==> src/rtl/reg_writeback_pkg.sv <==
// Shared widths and bundle types for the write-back stage,
// the register file and decode.
package reg_writeback_pkg;

  localparam int DATA_W    = 16;
  localparam int IDX_W     = 5;
  localparam int REG_COUNT = 32;

  typedef logic [IDX_W-1:0]  idx_t;
  typedef logic [DATA_W-1:0] data_t;

  typedef struct packed {
    idx_t  idx;
    data_t data;
  } wb_entry_t;

  typedef struct packed {
    logic  hit;
    data_t data;
  } fwd_t;

endpackage

==> src/rtl/reg_writeback_if.sv <==
// Result handshake from ALU/memory into write-back.
// Upstream holds valid/index/data until ready.
interface reg_writeback_if;
  import reg_writeback_pkg::*;

  logic  valid;
  logic  ready;
  idx_t  index;
  data_t data;

  modport master (
    output valid,
    output index,
    output data,
    input  ready
  );

  modport slave (
    input  valid,
    input  index,
    input  data,
    output ready
  );

endinterface

==> src/rtl/reg_writeback_wb_fifo.sv <==
// Pending-write FIFO; entries are exposed oldest-first
// with per-entry valid so forwarding can scan by age.
module wb_fifo
  import reg_writeback_pkg::*;
#(
  parameter int DEPTH = 2
) (
  input  logic                      clk,
  input  logic                      reset,
  input  logic                      push,
  input  wb_entry_t                 push_entry,
  input  logic                      pop,
  output wb_entry_t                 head,
  output wb_entry_t [DEPTH-1:0]     ents,
  output logic      [DEPTH-1:0]     ent_valid,
  output logic [$clog2(DEPTH):0]    count
);

  localparam int PW = $clog2(DEPTH);
  localparam int CW = PW + 1;

  wb_entry_t [DEPTH-1:0] mem;
  logic [PW-1:0] wr_ptr;
  logic [PW-1:0] rd_ptr;
  logic do_push;
  logic do_pop;

  assign do_push = push && (count != CW'(DEPTH));
  assign do_pop  = pop && (count != '0);

  always_ff @(posedge clk) begin
    if (do_push) begin
      mem[wr_ptr] <= push_entry;
    end
  end

  always_ff @(posedge clk) begin
    if (reset) begin
      wr_ptr <= '0;
      rd_ptr <= '0;
      count  <= '0;
    end else begin
      if (do_push) begin
        wr_ptr <= wr_ptr + 1'b1;
      end
      if (do_pop) begin
        rd_ptr <= rd_ptr + 1'b1;
      end
      count <= count + CW'(do_push) - CW'(do_pop);
    end
  end

  assign head = mem[rd_ptr];

  // age k = 0 is the head (oldest); pointer math wraps
  always_comb begin
    ents      = '0;
    ent_valid = '0;
    for (int k = 0; k < DEPTH; k++) begin
      ents[k]      = mem[rd_ptr + PW'(k)];
      ent_valid[k] = CW'(k) < count;
    end
  end

endmodule

==> src/rtl/reg_writeback.sv <==
// Write-back stage: buffers results, drives the register
// file write port and forwards pending values to decode.
module reg_writeback
  import reg_writeback_pkg::*;
#(
  parameter int DEPTH = 2
) (
  input  logic            clk,
  input  logic            reset,
  reg_writeback_if.slave  res,
  input  logic            wb_hold,
  output idx_t            w_index,
  output data_t           w_data,
  output logic            w_enable,
  input  idx_t            rd_index1,
  input  idx_t            rd_index2,
  output logic            fwd_hit1,
  output data_t           fwd_data1,
  output logic            fwd_hit2,
  output data_t           fwd_data2,
  output logic            idle
);

  localparam int CW = $clog2(DEPTH) + 1;

  wb_entry_t             head;
  wb_entry_t [DEPTH-1:0] ents;
  logic      [DEPTH-1:0] ent_valid;
  logic      [CW-1:0]    count;
  wb_entry_t             w_q;
  logic                  push;
  logic                  pop;
  fwd_t                  f1;
  fwd_t                  f2;

  assign res.ready = count != CW'(DEPTH);
  assign push      = res.valid && res.ready;
  assign pop       = (count != '0) && !wb_hold;

  wb_fifo #(.DEPTH(DEPTH)) u_fifo (
    .clk        (clk),
    .reset      (reset),
    .push       (push),
    .push_entry ('{idx: res.index, data: res.data}),
    .pop        (pop),
    .head       (head),
    .ents       (ents),
    .ent_valid  (ent_valid),
    .count      (count)
  );

  always_ff @(posedge clk) begin
    if (reset) begin
      w_enable <= 1'b0;
      w_q      <= '0;
    end else begin
      w_enable <= pop;
      if (pop) begin
        w_q <= head;
      end
    end
  end

  assign w_index = w_q.idx;
  assign w_data  = w_q.data;
  assign idle    = (count == '0) && !w_enable;

  // oldest source first so later (newer) matches override
  function automatic fwd_t fwd_lookup(
    input idx_t                  ri,
    input wb_entry_t [DEPTH-1:0] e,
    input logic      [DEPTH-1:0] v,
    input logic                  we,
    input wb_entry_t             wq
  );
    fwd_t f;
    f = '0;
    if (we && wq.idx == ri) begin
      f.hit  = 1'b1;
      f.data = wq.data;
    end
    for (int k = 0; k < DEPTH; k++) begin
      if (v[k] && e[k].idx == ri) begin
        f.hit  = 1'b1;
        f.data = e[k].data;
      end
    end
    return f;
  endfunction

  assign f1 = fwd_lookup(rd_index1, ents, ent_valid, w_enable, w_q);
  assign f2 = fwd_lookup(rd_index2, ents, ent_valid, w_enable, w_q);

  assign fwd_hit1  = f1.hit;
  assign fwd_data1 = f1.data;
  assign fwd_hit2  = f2.hit;
  assign fwd_data2 = f2.data;

endmodule

==> src/flat_wrapper.sv <==
// flat-port wrapper written by rule: the top's interface ports become plain ports
module reg_writeback_flat import reg_writeback_pkg::*;
#(
  parameter int DEPTH = 2
)
  (clk, reset, wb_hold, w_index, w_data, w_enable, rd_index1, rd_index2, fwd_hit1, fwd_data1, fwd_hit2, fwd_data2, idle, res_valid, res_index, res_data, res_ready);
  reg_writeback_if res_i ();
  input  logic clk;
  input  logic reset;
  input  logic wb_hold;
  output idx_t w_index;
  output data_t w_data;
  output logic w_enable;
  input  idx_t rd_index1;
  input  idx_t rd_index2;
  output logic fwd_hit1;
  output data_t fwd_data1;
  output logic fwd_hit2;
  output data_t fwd_data2;
  output logic idle;
  input wire logic [$bits(res_i.valid)-1:0] res_valid;
  input wire logic [$bits(res_i.index)-1:0] res_index;
  input wire logic [$bits(res_i.data)-1:0] res_data;
  output wire logic [$bits(res_i.ready)-1:0] res_ready;
  assign res_i.valid = res_valid;
  assign res_i.index = res_index;
  assign res_i.data = res_data;
  assign res_ready = res_i.ready;
  reg_writeback #(.DEPTH(DEPTH)) u_core (.clk(clk), .reset(reset), .res(res_i), .wb_hold(wb_hold), .w_index(w_index), .w_data(w_data), .w_enable(w_enable), .rd_index1(rd_index1), .rd_index2(rd_index2), .fwd_hit1(fwd_hit1), .fwd_data1(fwd_data1), .fwd_hit2(fwd_hit2), .fwd_data2(fwd_data2), .idle(idle));
endmodule
==> config.mk <==
export PLATFORM = sky130hd
export DESIGN_NAME = reg_writeback_flat
export DESIGN_NICKNAME = d
export VERILOG_FILES = /design/src/rtl/reg_writeback_pkg.sv /design/src/rtl/reg_writeback_if.sv /design/src/rtl/reg_writeback_wb_fifo.sv /design/src/rtl/reg_writeback.sv /design/src/flat_wrapper.sv
export SDC_FILE = /design/constraint.sdc
export NUM_CORES = 1
export LEC_CHECK = 0
export ABC_AREA = 1
export CORE_ASPECT_RATIO = 1.2
export CORE_MARGIN = 2
export CORE_UTILIZATION = 54
export CTS_BUF_LIST = sky130_fd_sc_hd__clkbuf_8
export CTS_CLUSTER_SIZE = 28
export DETAILED_ROUTE_END_ITERATION = 8
export PLACE_DENSITY = 0.94
export SKIP_LAST_GASP = 1
export SLEW_MARGIN = 0
export SYNTH_ARGS = -nofsm -noshare
export SYNTH_HDL_FRONTEND = slang
export SYNTH_SLANG_ARGS = --single-unit
==> constraint.sdc <==
create_clock -name clk -period 2.4 [get_ports clk]
set_input_delay 0.24 -clock clk [delete_from_list [all_inputs] [get_ports clk]]
set_output_delay 0.24 -clock clk [all_outputs]
set_load 0.005 [all_outputs]
# Word-level counts from Yosys, hierarchy flattened
# Cells that the tools add are included.
[totals]
n_memories = 0
regBits = 68
ram_bits = 0
word_cells = 56
latch_bits = 0
rom_bits = 0
[op_classes]
n_lt_le_gt_ge = 6
eq_ne = 7
bitwise = 0
div_mod_pow = 0
n_mux = 13
add_sub_neg = 4
mul = 0
shift = 0
reduce_logical = 16
[op_table]
columns = ["op", "n"]
rows = [
  ["21-bit 2-to-1 mux", 5],
  ["17-bit 2-to-1 mux", 6],
  ["42-bit bitwise mux", 1],
  ["5-bit equality test", 6],
  ["21-bit demux with 1-bit select", 1],
  ["1-bit logical AND", 12],
  ["1-bit by 2-bit < comparator with 1-bit output (second input constant)", 3],
  ["1-bit by 2-bit < comparator with 1-bit output (first input constant)", 2],
  ["1-bit adder (second input constant)", 2],
  ["2-bit by 1-bit adder with 2-bit output", 1],
  ["1-bit zero test", 2],
  ["2-bit zero test", 1],
  ["2-bit != test (second input constant)", 1],
  ["2-bit nonzero test", 1],
  ["2-bit by 1-bit subtractor with 2-bit output", 1],
  ["1-bit greater-or-equal comparator (second input constant)", 1],
]

# Longest topological paths before layout
# Gate-level depths: netlist (run 1).
[logic_depth]
ltp_word = 6
depth_mapped = 12
depth_no_buf = 10

# Cells and area by module
# Synthesis (run 1) repeated with hierarchy kept, for this count alone.
[unflattened]
hier_cells = 665
hier_area_um2 = 4483.0
[by_module_without_submodules]
columns = ["module", "n_inst", "cells_each", "area_each_um2", "seq_area_each_um2"]
rows = [
  ["reg_writeback", 1, 451, 2334.7, 440.4],
  ["wb_fifo", 1, 214, 2148.3, 1341.3],
]

# Worst setup path after synthesis (run 1)
# Ideal clock, no wire load.
[synth_path]
path_kind = "register -> register"
startpoint = "register u_core.u_fifo.count[1]"
endpoint = "register u_core.u_fifo.count[1]"
path_buffers = 2
t_required_ps = 2330
stages_incl_launch_ff = 13
path_slack_ps = 414
arrival_time_ps = 1916
path_cell_list = "dfxtp_1 -> inv_1 -> nand2_1 -> inv_1 -> nor2_1 -> buf_2 -> clkbuf_1 -> ha_1 -> inv_1 -> ha_1 -> xor2_1 -> o21ai_0 -> a21oi_1"
[synth_between]
word_cells_on_any_way = 8
classes_between = "add/sub (2); eq/ne (1); reduce/logical (5)"
[synth_lines]
columns = ["element", "line_no", "source"]
rows = [
  ["start: declaration", "reg_writeback_wb_fifo.sv:16", "output logic [$clog2(DEPTH):0] count"],
  ["start signal: assignment", "reg_writeback_wb_fifo.sv:49", "count <= count + CW'(do_push) - CW'(do_pop);"],
  ["2-bit nonzero test", "reg_writeback.sv:38", "assign pop = (count != '0) && !wb_hold;"],
  ["1-bit logical AND", "reg_writeback.sv:38", ""],
  ["named net u_core.pop", "reg_writeback.sv:32", "logic pop;"],
  ["1-bit logical AND", "reg_writeback_wb_fifo.sv:29", "assign do_pop = pop && (count != '0);"],
  ["2-bit by 1-bit subtractor with 2-bit output", "reg_writeback_wb_fifo.sv:49", ""],
]
# The timed path passes the listed nets, and every way through them passes these cells.
# A chain may end at the register's enable or synchronous reset.

# Final worst setup path (run 1)
[layout_path]
startpoint = "register u_core.u_fifo.rd_ptr"
endpoint = "output port fwd_data2[14]"
[layout_between]
elab_chain_len = 6
word_cells_on_any_way = 11
classes_between = "add/sub (1); eq/ne (2); mux (6); reduce/logical (2)"
[layout_lines]
columns = ["element", "line_no", "source"]
rows = [
  ["start: declaration", "reg_writeback_wb_fifo.sv:24", "logic [PW-1:0] rd_ptr;"],
  ["start signal: assignment", "reg_writeback_wb_fifo.sv:47", "rd_ptr <= rd_ptr + 1'b1;"],
  ["1-bit adder or 21-bit 2-to-1 mux (tied branches)", "reg_writeback_wb_fifo.sv:60", "ents[k] = mem[rd_ptr + PW'(k)];"],
  ["21-bit 2-to-1 mux (not written as such)", "reg_writeback_wb_fifo.sv:60", ""],
  ["21-bit 2-to-1 mux (not written as such) or 5-bit equality test (tied branches)", "reg_writeback_wb_fifo.sv:60, reg_writeback.sv:83", ""],
  ["5-bit equality test or 1-bit logical AND (tied branches)", "reg_writeback.sv:83", "if (v[k] && e[k].idx == ri) begin"],
  ["1-bit logical AND or 17-bit 2-to-1 mux (tied branches)", "reg_writeback.sv:83", ""],
  ["17-bit 2-to-1 mux *", "reg_writeback.sv:83", ""],
  ["end: declaration", "flat_wrapper.sv:19", "output data_t fwd_data2;"],
]
# Mark *: on every way between the ends. The rest lies on a longest branch, timed or not. The select of a mux whose other input is x is not followed.

==> results.md, run 1 <==
* Status: finished, violations left
* Violated checks: setup timing
* Pre-Repair DR Iteration Count at 7
* Total Wirelength at ~17,000 um
* Rel. slew slack at 50.7%
* Max cap viols at 0
* Worst R2R Start: u_core.u_fifo.count[1]
* Hpwl dp at about 11,000 um
* GRT Overall Usage at 35.7%
* Die width at 87.5 um
* Max Buffers Root-to-Sink at 2
* Path type of the worst setup path: reg -> out
* Post-synth cell types at 28
* DIE HEIGHT at about 100 um
* Worst setup startpoint: u_core.u_fifo.rd_ptr
* Top-count cell post-synth: nand2_1
* Synth Net Count at 653
* Vias in the first global route at 4,985
* Slew Limit Fails at 0
* Clk root buf: clkbuf_8
* Diodes inserted at 0
* Setup ws final at -0.434 ns
* Area growth from synthesis to layout at 47.8%
* Syn avg cell area at 7.34 sq um
* # nets final at 808
* P per Cell Area at 941 mW/mm^2
* Synth area leaders: edfxtp_1 (28%), nand2_1 (15%), dfxtp_1 (12%)
* Dominant synthesized flop cell: edfxtp_1
* Initial antenna violation count at 0
* Port buffer count at 92
* Fmax at 353 MHz
* Reg clk slew, reported paths at 0.07 ns
* Worst-margin pin slew at between 0.7 and 0.8 ns
* Placed Area at about 0.0058 sq mm
* CTS tree: yes
* GP Congestion at approximately 0.96
* Core area at 0.00811 sq mm
* Synth Instances at approximately 600
* Residual DRC at 0
* Critical path arrival at ~2.6 ns
* Crit start category: flop
* Hold Vio Cnt, Final at 0
* CTS Buf Count at 9
* Part of the Yosys area used for sequential elements at about two fifths
* Design area at about 0.0067 sq mm
* # clock sinks at 68
* Final hold slack at about 0.45 ns
* Synth area leader: edfxtp_1
* Commonest cells in the netlist: nand2_1 (176), nand4_1 (80), nand3_1 (65)
* Post-route ant nets at 0
* Worst clock skew at between 0.015 and 0.02 ns
* Max VDD drop at approximately 0.00067 V
* Initial core utilization at 55.8%
* Later-pin clock latency in the skew report at 0.38 ns
* CP required at 2.16 ns
* Routed len/inst at about 20 um
* RSZ-0062 raised after global routing: true
* Synthesized flop and latch total at ~70
* Die footprint at 0.00912 sq mm
* CP max FO at 66
* Synth warn at 0
* Mapped cell area at 0.00452 sq mm
* First DRT Iteration DRCs at 800
* Async SR Flop Fraction at 0%
* Floorplan row count at 36
* Layout cell share with drive strength beyond 1 at roughly a fifth
* Post-layout min period at 2.83 ns
* H-tree depth at 3
* Lkg Pwr at roughly 3 nW
* EDFF count, synth at between 40 and 50
* Hold path startpoint: res_data[6]
* Largest net degree at the start of global routing at 67
* First-pass GRT wire length at 25,300 um
* Vias at around 5,600
* Non-Filler Instances at slightly below 900
* Post-DR vias/cell at ~6.4
* Final setup viols at 33
* Fin util at just over 80%
* Crit. End Element: primary output
* Placed cells at around 810
* I/O Pins at 93
* Top cell type's share of synthesized area at around 28%
* Tightest Hold Check Type: in -> reg
* Fin crit share at 118%
* Total gr overflow at 0
[stage by stage]
stage                     TNS (ns)  total power [W]  setup WS (ns)
final                        -5.84          0.00629         -0.434
after global routing         -8.14          0.00655         -0.389
after CTS                    -5.16          0.00592         -0.257
after detailed placement     -2.74          0.00441         -0.146
after global placement       -2.85          0.00431         -0.158
after floorplan                  0          0.00321          0.414
[worst max-delay path, cell delays in order, from the launching register on]
cell and delay, ns:
dfxtp_4 0.39, buf_12 0.16, buf_12 0.18, o21ai_0 0.60
nand4_1 0.20, nand3_1 0.15, nand2_1 0.07, clkdlybuf4s50_1 0.47
[registers in the layout, indices dropped and copies added, names as in the netlist]
register / cells
u_core.u_fifo.wr_ptr: 1
u_core.w_enable: 1
u_core.u_fifo.mem: 42
u_core.u_fifo.rd_ptr: 1
u_core.u_fifo.count: 2
u_core.w_data: 16
u_core.w_index: 5
[layer usage]
metal / GRT usage (%) / vias up / share of wire, %
li1: - / 2490 / -
met1: 46.5 / 2544 / 37
met2: 54.1 / 448 / 44
met3: 11.4 / 124 / 13
met4: 15.4 / 0 / 5.4
met5: 0 / - / 0
[path summary, 6_finish.rpt]
kind | end | slack [ns] | cells after the start
max | fwd_data2[14] | -0.43 | 7
min | u_core.u_fifo.mem[27] | 0.45 | 1
max reg2reg | u_core.u_fifo.count[1] | 0.48 | 11
min reg2reg | u_core.u_fifo.count[1] | 0.52 | 1
[logic make-up after synthesis]
kind of cell / count (synthesis) / share of synthesized area, %
AOI/OAI and AO/OA: 88 / 10.3
xor gates and xnor gates: 2 / 0.387
adders and majority gates: 2 / 0.553
buffers and inverters: 83 / 8.25
DFF: 68 / 39.4
and+or+nand+nor: 373 / 41.1
[where the power goes]
| part | leakage (nW) | internal (W) | switching (W) | total [W] |
|---|---|---|---|---|
| Combinational | 2.36 | 0.00147 | 0.00197 | 0.00344 |
| Sequential | 0.607 | 0.00151 | 0.000228 | 0.00174 |
| Clock | 0.110 | 0.000590 | 0.000520 | 0.00111 |
| Total | 3.08 | 0.00357 | 0.00271 | 0.00629 |
[cell usage in the layout, fill, tap and decap left out, types with 2 or more instances in the layout]
master           synthesis  routed
buf_8                    0       3
buf_16                   0       2
clkbuf_2                 0       3
nand2_4                  0       7
clkdlybuf4s50_1          0      70
o22ai_1                  2       2
nand3_2                  0       3
o21ai_1                  6      14
clkbuf_8                 0       9
nand4_1                 80      80
buf_12                   0      10
buf_6                    4       6
nand3_4                  4       9
a21oi_1                 17      17
clkinv_4                 0       2
inv_1                   45      45
nor2_4                  10      12
inv_6                    0       2
nand2_2                  6      22
o21ai_2                  2       2
bufinv_16                0       2
dlymetal6s2s_1           0       9
nor2_2                   1       2
edfxtp_1                42      42
nor2_1                  27      24
dlygate4sd2_1            0      10
a211oi_1                 7       7
nand2_1                176     153
buf_4                    2      61
nand3_1                 65      62
ha_1                     2       2
dfxtp_1                 26      25
xor2_1                   2       2
o21ai_0                 54      46
[final cells by class]
class,count,area [sq um]
flip-flops and latches,68,1790
inverters,46,178
repair buffers,176,1800
clock buffers,9,124
well taps,95,119
fillers,488,1420
clock inverters,7,98.8
multi-input cells,470,2580
[timing repair]
| action | 4_1_cts | 5_1_grt |
|---|---|---|
| pin swaps | 12 | 18 |
| gates cloned | 8 | 2 |
| resized for setup | 53 | 42 |
| buffers inserted | 14 | 24 |
| hold buffers | 0 | 0 |
| setup endpoints to repair | 34 | 34 |
Power figures use the tool's default switching activity.
==> inputs of run 2 (changes only) <==
CAP_MARGIN = 5   (was not set)
==> results of run 2 <==
The final DEF is identical to that of run 1; final timing and power are the same.
